[config.mk]
export PLATFORM = sky130hd
export DESIGN_NAME = ps2_transmitter
export DESIGN_NICKNAME = d
export VERILOG_FILES = /design/src/rtl/ps2_transmitter.sv
export SDC_FILE = /design/constraint.sdc
export NUM_CORES = 1
export LEC_CHECK = 0
export ABC_CLOCK_PERIOD_IN_PS = 2340
export CORE_UTILIZATION = 35
export DETAILED_ROUTE_END_ITERATION = 16
export DONT_BUFFER_PORTS = 1
export SLEW_MARGIN = 30
export SYNTH_ARGS = -nofsm -noshare
export SYNTH_HDL_FRONTEND = slang
export SYNTH_SLANG_ARGS = --single-unit
[constraint.sdc]
create_clock -name clk -period 2.34 [get_ports clk]
set_clock_uncertainty 0.1 [all_clocks]
set_input_delay 0.702 -clock clk [delete_from_list [all_inputs] [get_ports clk]]
set_output_delay 0.702 -clock clk [all_outputs]
set_load 0.01 [all_outputs]
[src/rtl/ps2_transmitter.sv]
// Host-to-device PS/2 transmitter: request-to-send, 8N-odd frame, device ACK.
// Optional macro PS2_TX_TIMEOUT_EN adds an abort when the device stops clocking.
module ps2_transmitter #(
   parameter int unsigned INHIBIT_CYCLES = 1200,
   parameter int unsigned FILTER_LEN     = 20
`ifdef PS2_TX_TIMEOUT_EN
   ,parameter int unsigned TIMEOUT_CYCLES = 200000
`endif
) (
   input  logic       clk,
   input  logic       rst_n,
   input  logic [7:0] tx_data,
   input  logic       tx_valid,
   output logic       tx_ready,
   input  logic       kclk_in,
   input  logic       kdata_in,
   output logic       kclk_oe,
   output logic       kdata_oe,
   output logic       busy,
   output logic       done,
   output logic       ack_err,
   output logic       timeout
);
   localparam int unsigned INH_W = (INHIBIT_CYCLES > 2) ? $clog2(INHIBIT_CYCLES) : 2;
   localparam int unsigned FLT_W = $clog2(FILTER_LEN + 1);
   localparam int unsigned BIT_W = 4;
   localparam int unsigned FRM_W = 10;

   typedef enum logic [2:0] {
      S_IDLE, S_INHIBIT, S_RELEASE, S_SEND, S_ACK, S_WAIT_IDLE
   } state_t;

   state_t             r_state, state_nxt;
   logic [INH_W-1:0]   r_inh_cnt, inh_nxt;
   logic [BIT_W-1:0]   r_bit_cnt, bit_nxt;
   logic [FRM_W-1:0]   r_frame, frame_nxt;
   logic               r_kclk_oe, kclk_oe_nxt;
   logic               r_kdata_oe, kdata_oe_nxt;
   logic               r_ack_bit, ack_bit_nxt;
   logic               r_ack_err, ack_err_nxt;
   logic               r_done, done_nxt;
   logic               r_timeout, timeout_nxt;
   logic               r_tx_ready, r_busy;

   // index 0 = kclk, index 1 = kdata
   logic [1:0]         r_sync1, r_sync2, r_filt;
   logic [FLT_W-1:0]   r_fcnt [2];
   logic               r_kclk_d;
   logic               w_fall;
   logic               w_to_hit;

   // Synchronize, then only accept a new level after FILTER_LEN identical samples.
   always_ff @(posedge clk or negedge rst_n) begin
      if (!rst_n) begin
         r_sync1  <= 2'b11;
         r_sync2  <= 2'b11;
         r_filt   <= 2'b11;
         r_kclk_d <= 1'b1;
         for (int i = 0; i < 2; i++) r_fcnt[i] <= '0;
      end else begin
         r_sync1  <= {kdata_in, kclk_in};
         r_sync2  <= r_sync1;
         r_kclk_d <= r_filt[0];
         for (int i = 0; i < 2; i++) begin
            if (r_sync2[i] == r_filt[i]) begin
               r_fcnt[i] <= '0;
            end else if (r_fcnt[i] == FLT_W'(FILTER_LEN - 1)) begin
               r_filt[i] <= r_sync2[i];
               r_fcnt[i] <= '0;
            end else begin
               r_fcnt[i] <= r_fcnt[i] + FLT_W'(1);
            end
         end
      end
   end

   assign w_fall = r_kclk_d & ~r_filt[0];

`ifdef PS2_TX_TIMEOUT_EN
   localparam int unsigned TO_W = (TIMEOUT_CYCLES > 2) ? $clog2(TIMEOUT_CYCLES) : 2;
   logic [TO_W-1:0] r_to_cnt;
   logic            w_to_run;

   assign w_to_run = (r_state == S_RELEASE) || (r_state == S_SEND) || (r_state == S_ACK);
   assign w_to_hit = w_to_run && (r_to_cnt == TO_W'(TIMEOUT_CYCLES - 1));

   always_ff @(posedge clk or negedge rst_n) begin
      if (!rst_n)        r_to_cnt <= '0;
      else if (w_to_run) r_to_cnt <= r_to_cnt + TO_W'(1);
      else               r_to_cnt <= '0;
   end
`else
   assign w_to_hit = 1'b0;
`endif

   always_ff @(posedge clk or negedge rst_n) begin
      if (!rst_n) begin
         r_state    <= S_IDLE;
         r_inh_cnt  <= '0;
         r_bit_cnt  <= '0;
         r_frame    <= '0;
         r_kclk_oe  <= 1'b0;
         r_kdata_oe <= 1'b0;
         r_ack_bit  <= 1'b0;
         r_ack_err  <= 1'b0;
         r_done     <= 1'b0;
         r_timeout  <= 1'b0;
         r_tx_ready <= 1'b1;
         r_busy     <= 1'b0;
      end else begin
         r_state    <= state_nxt;
         r_inh_cnt  <= inh_nxt;
         r_bit_cnt  <= bit_nxt;
         r_frame    <= frame_nxt;
         r_kclk_oe  <= kclk_oe_nxt;
         r_kdata_oe <= kdata_oe_nxt;
         r_ack_bit  <= ack_bit_nxt;
         r_ack_err  <= ack_err_nxt;
         r_done     <= done_nxt;
         r_timeout  <= timeout_nxt;
         r_tx_ready <= (state_nxt == S_IDLE);
         r_busy     <= (state_nxt != S_IDLE);
      end
   end

   always_comb begin
      state_nxt    = r_state;
      inh_nxt      = r_inh_cnt;
      bit_nxt      = r_bit_cnt;
      frame_nxt    = r_frame;
      kclk_oe_nxt  = r_kclk_oe;
      kdata_oe_nxt = r_kdata_oe;
      ack_bit_nxt  = r_ack_bit;
      ack_err_nxt  = r_ack_err;
      done_nxt     = 1'b0;
      timeout_nxt  = 1'b0;
      case (r_state)
         S_IDLE: begin
            if (tx_valid) begin
               frame_nxt    = {1'b1, ~^tx_data, tx_data};
               bit_nxt      = '0;
               inh_nxt      = '0;
               kclk_oe_nxt  = 1'b1;
               kdata_oe_nxt = 1'b0;
               state_nxt    = S_INHIBIT;
            end
         end
         S_INHIBIT: begin
            inh_nxt = r_inh_cnt + INH_W'(1);
            // start bit goes low one cycle before the clock is released
            if (r_inh_cnt == INH_W'(INHIBIT_CYCLES - 2)) kdata_oe_nxt = 1'b1;
            if (r_inh_cnt == INH_W'(INHIBIT_CYCLES - 1)) begin
               kclk_oe_nxt = 1'b0;
               state_nxt   = S_RELEASE;
            end
         end
         S_RELEASE: begin
            if (r_filt[0]) state_nxt = S_SEND;
         end
         S_SEND: begin
            if (w_fall) begin
               kdata_oe_nxt = ~r_frame[0];
               frame_nxt    = {1'b0, r_frame[FRM_W-1:1]};
               bit_nxt      = r_bit_cnt + BIT_W'(1);
               if (r_bit_cnt == BIT_W'(9)) state_nxt = S_ACK;
            end
         end
         S_ACK: begin
            if (w_fall) begin
               ack_bit_nxt = r_filt[1];
               state_nxt   = S_WAIT_IDLE;
            end
         end
         S_WAIT_IDLE: begin
            if (r_filt == 2'b11) begin
               done_nxt    = 1'b1;
               ack_err_nxt = r_ack_bit;
               state_nxt   = S_IDLE;
            end
         end
         default: state_nxt = S_IDLE;
      endcase
      if (w_to_hit) begin
         kclk_oe_nxt  = 1'b0;
         kdata_oe_nxt = 1'b0;
         timeout_nxt  = 1'b1;
         state_nxt    = S_IDLE;
      end
   end

   assign tx_ready = r_tx_ready;
   assign busy     = r_busy;
   assign kclk_oe  = r_kclk_oe;
   assign kdata_oe = r_kdata_oe;
   assign done     = r_done;
   assign ack_err  = r_ack_err;
   assign timeout  = r_timeout;

endmodule

==> run_results.csv, run 1 <==
group,metric,value,unit
drt,drt_pass1_iterations,4,
global_route,gr-total-overflow,0,
global_route,grt_pass1_vias,1666,
hold_path,min_path_type,"in2async",
timing,period_share,0.835,
clocking,clock-sinks,52,
synthesis,synth_edf_count,0,
job,maxCapViolCount,0,
drt,wl_per_cell,12.9,µm
cells_and_area,fin_nets,268,
die,die_width,87.4,µm
die,io_pins,20,
pwr,ir_drop,0.000236,V
timing,rsz0062_at_grt,"false",
synthesis,synth_cells,244,
timing,maxSlewHeadroom,0.617,
clocking,cts_setup_buffers,0,
worst_setup_path,r2r_cells,4,
pwr,p_leak,1.21,nW
timing,finalHoldViolCount,0,
cells_and_area,n_fill_cell,690,
synthesis,ys_async_sr_fraction,1.00,
placement,place.gp.congestion,0.721,
worst_setup_path,worst_path_largest_cell_delay,0.57,ns
placement,post-dp-hpwl,3130,µm
clocking,cts_made_buffers,5,
clocking,clkTransAtPathRegs,0.09,ns
worst_setup_path,crit_cells,4,
die,fp.dieH,87.4,µm
cells_and_area,antenna_cells,0,
die,core_area,6910,µm²
die,die_area,7640,µm²
die,start_util,0.370,
drt,drt_iter0_drc,51,
drt,vias_per_cell,4.97,
synthesis,synth_area_per_cell,10.5,µm²
die,rows,30,
worst_setup_path,worstPathCellList,"or3b_1 -> nor3_2 -> and3_1 -> mux2i_1",
worst_setup_path,worstSetupPathType,"reg2reg",
global_route,grt_start_max_net_pins,45,
global_route,antenna_found_initial,0,
worst_setup_path,crit_arrival,2.08,ns
worst_setup_path,endpoint_kind,"register",
clocking,clk_latency,0.30,ns
timing,fmax,0.512,GHz
worst_setup_path,r2r_end,"r_inh_cnt[7]",
worst_setup_path,crit_path_top_delay_cell,"or3b_1",
run_status,outcome,"completed",
worst_setup_path,crit_fanout,10,
global_route,grt_pass1_wl,7930,µm
worst_setup_path,critical_path.top_delay_family,"simple AND/OR/NAND/NOR gates",
synthesis,yosys_register_bits,52,
drt,ant_nets,0,
worst_setup_path,crit_buf_inv,0,
synthesis,synth_cell_types,46,
synthesis,ys_warn_count,0,
timing,tns,0,ns
drt,vias,1720,
synthesis,synthFlopType,"dfrtp_1",
global_route,gr-usage-all-layers,0.133,
cells_and_area,drive_above_1_share,0.152,
clocking,clk_path_buf_depth,2,
worst_setup_path,startpoint_type,"register",
synthesis,synthesis.nets,263,
timing,drv_slew,0,
placement,port-buffer-count,0,
worst_setup_path,r2r_slack,0.39,ns
timing,worst_pin_slew,0.572,ns
pwr,p_total,1.60,mW
drt,drt-total-wl,4470,µm
worst_setup_path,r2r-start,"r_state[2]",
timing,setup_violations,0,
synthesis,seq_area_frac_synth,0.513,
synthesis,syn_area,2550,µm²
clocking,cts_tree,"built",
pwr,powerDensity,571,nW/µm²
worst_setup_path,worstSetupEndpoint,"r_inh_cnt[7]",
clocking,cts_root_buf,"clkbuf_8",
worst_setup_path,startpoint,"r_state[2]",
worst_setup_path,worstPathRequired,2.47,ns
timing,min_period,1.95,ns
drt,drc,0,
cells_and_area,syn_to_final_growth,10.1,%
clocking,htree_levels,2,
[routing by layer]
| layer | GRT usage | routed length, µm | part of all wire | vias up |
|---|---|---|---|---|
| met1 | 0.184 | 2160 | 0.48 | 830 |
| met5 | 0 | 0 | 0 | - |
| met4 | 0.0492 | 77 | 0.017 | 0 |
| met3 | 0.0303 | 144 | 0.032 | 6 |
| li1 | - | - | - | 861 |
| met2 | 0.203 | 2090 | 0.47 | 23 |
[layout make-up]
cell class                      instances  area [µm²]  share of cell area
Sequential cell                        52        1310               0.466
Inverter                                6        22.5             0.00801
Tap cell                               96         120              0.0427
Clock inverter                          2        35.0              0.0125
Timing Repair Buffer                    9        87.6              0.0311
Clock buffer                            6        72.6              0.0258
Multi-Input combinational cell        175        1160               0.414
[worst min path at each step]
stage / from / endpoint / cells after the start
after CTS: rst_n / tx_ready / 0
after global placement: r_sync1[0] / r_sync2[0] / 0
after floorplan: r_sync1[0] / r_sync2[0] / 0
final: rst_n / tx_ready / 0
after global routing: rst_n / r_kclk_d / 0
after detailed placement: r_sync1[1] / r_sync2[1] / 0
[flip-flops by register name (all words and copies together), names as in the netlist, 2 cells and up]
signal     flops
r_sync2        2
r_sync1        2
r_inh_cnt     11
r_state        3
r_bit_cnt      4
r_fcnt        10
r_filt         2
r_frame       10
[worst register-to-register path: cells and delay by family, from the launching register on]
kind	cells	cell delay, ns
AND/OR/NAND/NOR	3	1.12
flip-flops	1	0.47
multiplexers	1	0.19
[synth_stat cells, drive strengths merged, types with 7 or more instances]
cell	count	share of area
dfrtp	44	0.43
nor2	19	0.028
nand2	18	0.026
a21oi	17	0.035
o21ai	16	0.031
mux2i	14	0.055
xnor2	11	0.038
nand3	9	0.018
buf	8	0.018
dfstp	8	0.082
mux2	8	0.035
nor3	7	0.018
[report_power, final]
part / internal (mW) / switching [mW] / total (mW)
logic: 0.0347 / 0.0361 / 0.0708
clock network: 0.318 / 0.288 / 0.606
registers: 0.918 / 0.0105 / 0.928
total: 1.27 / 0.335 / 1.60
[logic make-up after synthesis]
family,count (synthesis),share of synthesized area
buf+inv,17,0.0309
mux,22,0.0902
fa+ha+maj,6,0.0294
simple gates,86,0.182
xor+xnor,12,0.0412
flops,52,0.513
compound gates,48,0.112
other cells,1,0.00147
[per-stage QoR]
stage / hold WS [ns] / area (µm²) / util / worst slack [ns] / cells
5_1_grt: 0.105 / 2810 / 0.407 / 0.264 / 346
6_report: 0.127 / 2810 / 0.407 / 0.386 / 346
3_5_place_dp: 0.249 / 2680 / 0.388 / 0.222 / 337
2_1_floorplan: 0.245 / 2550 / - / 0.314 / 244
4_1_cts: 0.114 / 2810 / 0.407 / 0.367 / 346
3_3_place_gp: 0.246 / 2680 / 0.388 / 0.253 / 337
[timing repair]
item / in CTS / in global routing
gates resized for setup: 0 / 0
hold endpoints to repair: 44 / 0
hold buffers: 1 / 0
[placed cells by master (no fill, tap or decap), drive strengths merged, types with 2 or more instances in the layout]
| master | n |
|---|---|
| dfstp | 8 |
| o31ai | 5 |
| o21ai | 16 |
| nor3b | 2 |
| nand3b | 2 |
| mux2 | 8 |
| nand3 | 9 |
| a31oi | 2 |
| nand4b | 3 |
| a22oi | 2 |
| nand2b | 6 |
| xnor2 | 11 |
| inv | 6 |
| or3b | 2 |
| and3 | 5 |
| nand2 | 18 |
| clkbuf | 6 |
| nor3 | 7 |
| mux2i | 14 |
| nor2 | 19 |
| and2 | 2 |
| nor2b | 4 |
| dfrtp | 44 |
| a21oi | 17 |
| buf | 9 |
| ha | 6 |
No activity file was read; power rests on OpenSTA's default activity.
==> inputs of run 2 (changes only) <==
--- a/config.mk
+++ b/config.mk
@@ -5,7 +5,7 @@
 export SDC_FILE = /design/constraint.sdc
 export NUM_CORES = 1
 export LEC_CHECK = 0
-export ABC_CLOCK_PERIOD_IN_PS = 2340
+export ABC_CLOCK_PERIOD_IN_PS = 1600
 export CORE_UTILIZATION = 35
 export DETAILED_ROUTE_END_ITERATION = 16
 export DONT_BUFFER_PORTS = 1
==> constraint.sdc (replaced) <==
create_clock -name clk -period 1.6 [get_ports clk]
set_clock_uncertainty 0.1 [all_clocks]
set_input_delay 0.48 -clock clk [delete_from_list [all_inputs] [get_ports clk]]
set_output_delay 0.48 -clock clk [all_outputs]
set_load 0.01 [all_outputs]
==> run_results.csv, run 2 (synthesized netlist as in run 1, its figures left out) <==
group,metric,value,unit
run_status,outcome,"finished with violations",
run_status,failed_checks,"negative hold slack, negative setup slack",
placement,preCtsSetupSlack,-0.144,ns
timing,fmax,0.590,GHz
hold_path,min_path_type,"in2async",
clocking,cts_made_buffers,5,
cells_and_area,n_fill_cell,662,
drt,drc,0,
clocking,htree_levels,2,
timing,final.setup.worst_slack,-0.0951,ns
timing,tns,-0.639,ns
die,rows,30,
die,core_area,6910,µm²
global_route,antenna_found_initial,0,
timing,finalHoldViolCount,52,
drt,vias,1874,
cells_and_area,final_cell_mix,"dfrtp_1, buf_4, nand2_1, mux2i_1, nor2_1",
cells_and_area,design_area,3240,µm²
timing,period_share,1.06,
worst_setup_path,endpoint_kind,"register",
timing,setup_violations,14,
drt,ant_nets,0,
cells_and_area,syn_to_final_growth,26.9,%
cells_and_area,regMostFlops,"r_inh_cnt",
cells_and_area,antenna_cells,0,
cells_and_area,top_regs,"r_inh_cnt: 11 flops, r_fcnt: 10 flops, r_frame: 10 flops",
drt,drt_pass1_iterations,4,
drt,vias_per_cell,4.88,
die,die_area,7640,µm²
global_route,gr-total-overflow,0,
worst_setup_path,crit_fanout,6,
timing,drv_slew,0,
timing,min_period,1.70,ns
cells_and_area,drive_above_1_share,0.361,
timing,rsz0062_at_grt,"true",
drt,wl_per_cell,13.1,µm
cells_and_area,layout.cells.most_common,"dfrtp_1",
cells_and_area,largest_register_ffs,11,
timing,hold-worst-slack,-0.234,ns
worst_setup_path,worstPathRequired,1.69,ns
job,maxCapViolCount,0,
placement,post-dp-hpwl,3370,µm
pwr,p_leak,1.42,nW
drt,drt_iter0_drc,94,
placement,postPlaceCellArea,2910,µm²
clocking,clock-sinks,52,
die,fp.dieH,87.4,µm
global_route,grt_pass1_wl,8610,µm
pwr,ir_drop,0.000333,V
clocking,cts_tree,"built",
die,io_pins,20,
drt,drt-total-wl,5020,µm
placement,port-buffer-count,0,
cells_and_area,finalCoreUtilization,0.469,
global_route,grt_pass1_vias,1923,
worst_setup_path,worstSetupPathType,"reg2reg",
pwr,powerDensity,681,nW/µm²
cells_and_area,fin_nets,306,
clocking,clk_latency,0.30,ns
die,start_util,0.370,
clocking,clkTransAtPathRegs,0.09,ns
worst_setup_path,crit_arrival,1.78,ns
clocking,clk_path_buf_depth,2,
placement,place.gp.congestion,0.735,
worst_setup_path,startpoint_type,"register",
clocking,cts_root_buf,"clkbuf_8",
die,die_width,87.4,µm
global_route,grt_start_max_net_pins,53,
global_route,gr-usage-all-layers,0.144,
run 2: changes by cell type in the layout (fill, tap and decap cells not counted), sizes merged:
cell      before  now
buf            9   46
a21oi         17   18
bufinv         1    0
clkbuf         6    7
clkinv         1    0
clkinvlp       0    1
run 2: layout make-up:
type,instances,area (µm²),area share
Inverter,6,22.5,0.00695
Timing Repair Buffer,46,370,0.114
Multi-Input combinational cell,176,1320,0.408
Clock inverter,1,7.51,0.00232
Tap cell,96,120,0.0371
Clock buffer,7,86.3,0.0266
Sequential cell,52,1310,0.404
run 2: critical path, stage by stage (launching register included):
cell     delay, ns
dfrtp_1       0.45
or3b_4        0.44
a21oi_4       0.27
mux2_4        0.33
run 2: path summary, 6_finish.rpt:
path	slack (ns)	end	cells past startpoint	from
min	-0.23	r_fcnt[9]	0	rst_n
min in group clk	0.07	r_sync1[0]	0	kclk_in
max	-0.1	r_bit_cnt[1]	3	r_state[1]
max in group asynchronous	1.46	r_sync1[0]	0	rst_n
max reg2reg	-0.1	r_bit_cnt[1]	3	r_state[1]
min reg2reg	0.26	r_sync2[1]	0	r_sync1[1]
run 2: repair_timing:
item / CTS / global route
pin swaps: 18 / 2
hold endpoints to repair: 52 / 52
endpoints found under the setup margin: 28 / 30
gates resized for setup: 17 / 21
cloned: 2 / 0
setup buffers: 10 / 2
run 2: power breakdown:
part / switching [mW] / total, mW / leakage, nW / internal (mW)
Combinational: 0.0341 / 0.0788 / 0.724 / 0.0447
Clock: 0.420 / 0.772 / 0.0445 / 0.352
Sequential: 0.0154 / 1.36 / 0.654 / 1.34
Total: 0.469 / 2.21 / 1.42 / 1.74
run 2: metal layers:
| layer | up-vias | wire, µm | global-route usage |
|---|---|---|---|
| met5 | - | 0 | 0 |
| met4 | 0 | 25 | 0.0447 |
| met3 | 2 | 125 | 0.0360 |
| met2 | 13 | 2450 | 0.244 |
| met1 | 924 | 2420 | 0.182 |
| li1 | 935 | - | - |
run 2: through the flow:
stage	std cells	total power, mW
final	384	2.21
after floorplan	244	1.45
after detailed placement	362	1.46
after global routing	384	2.30
after global placement	362	1.46
after CTS	382	2.23
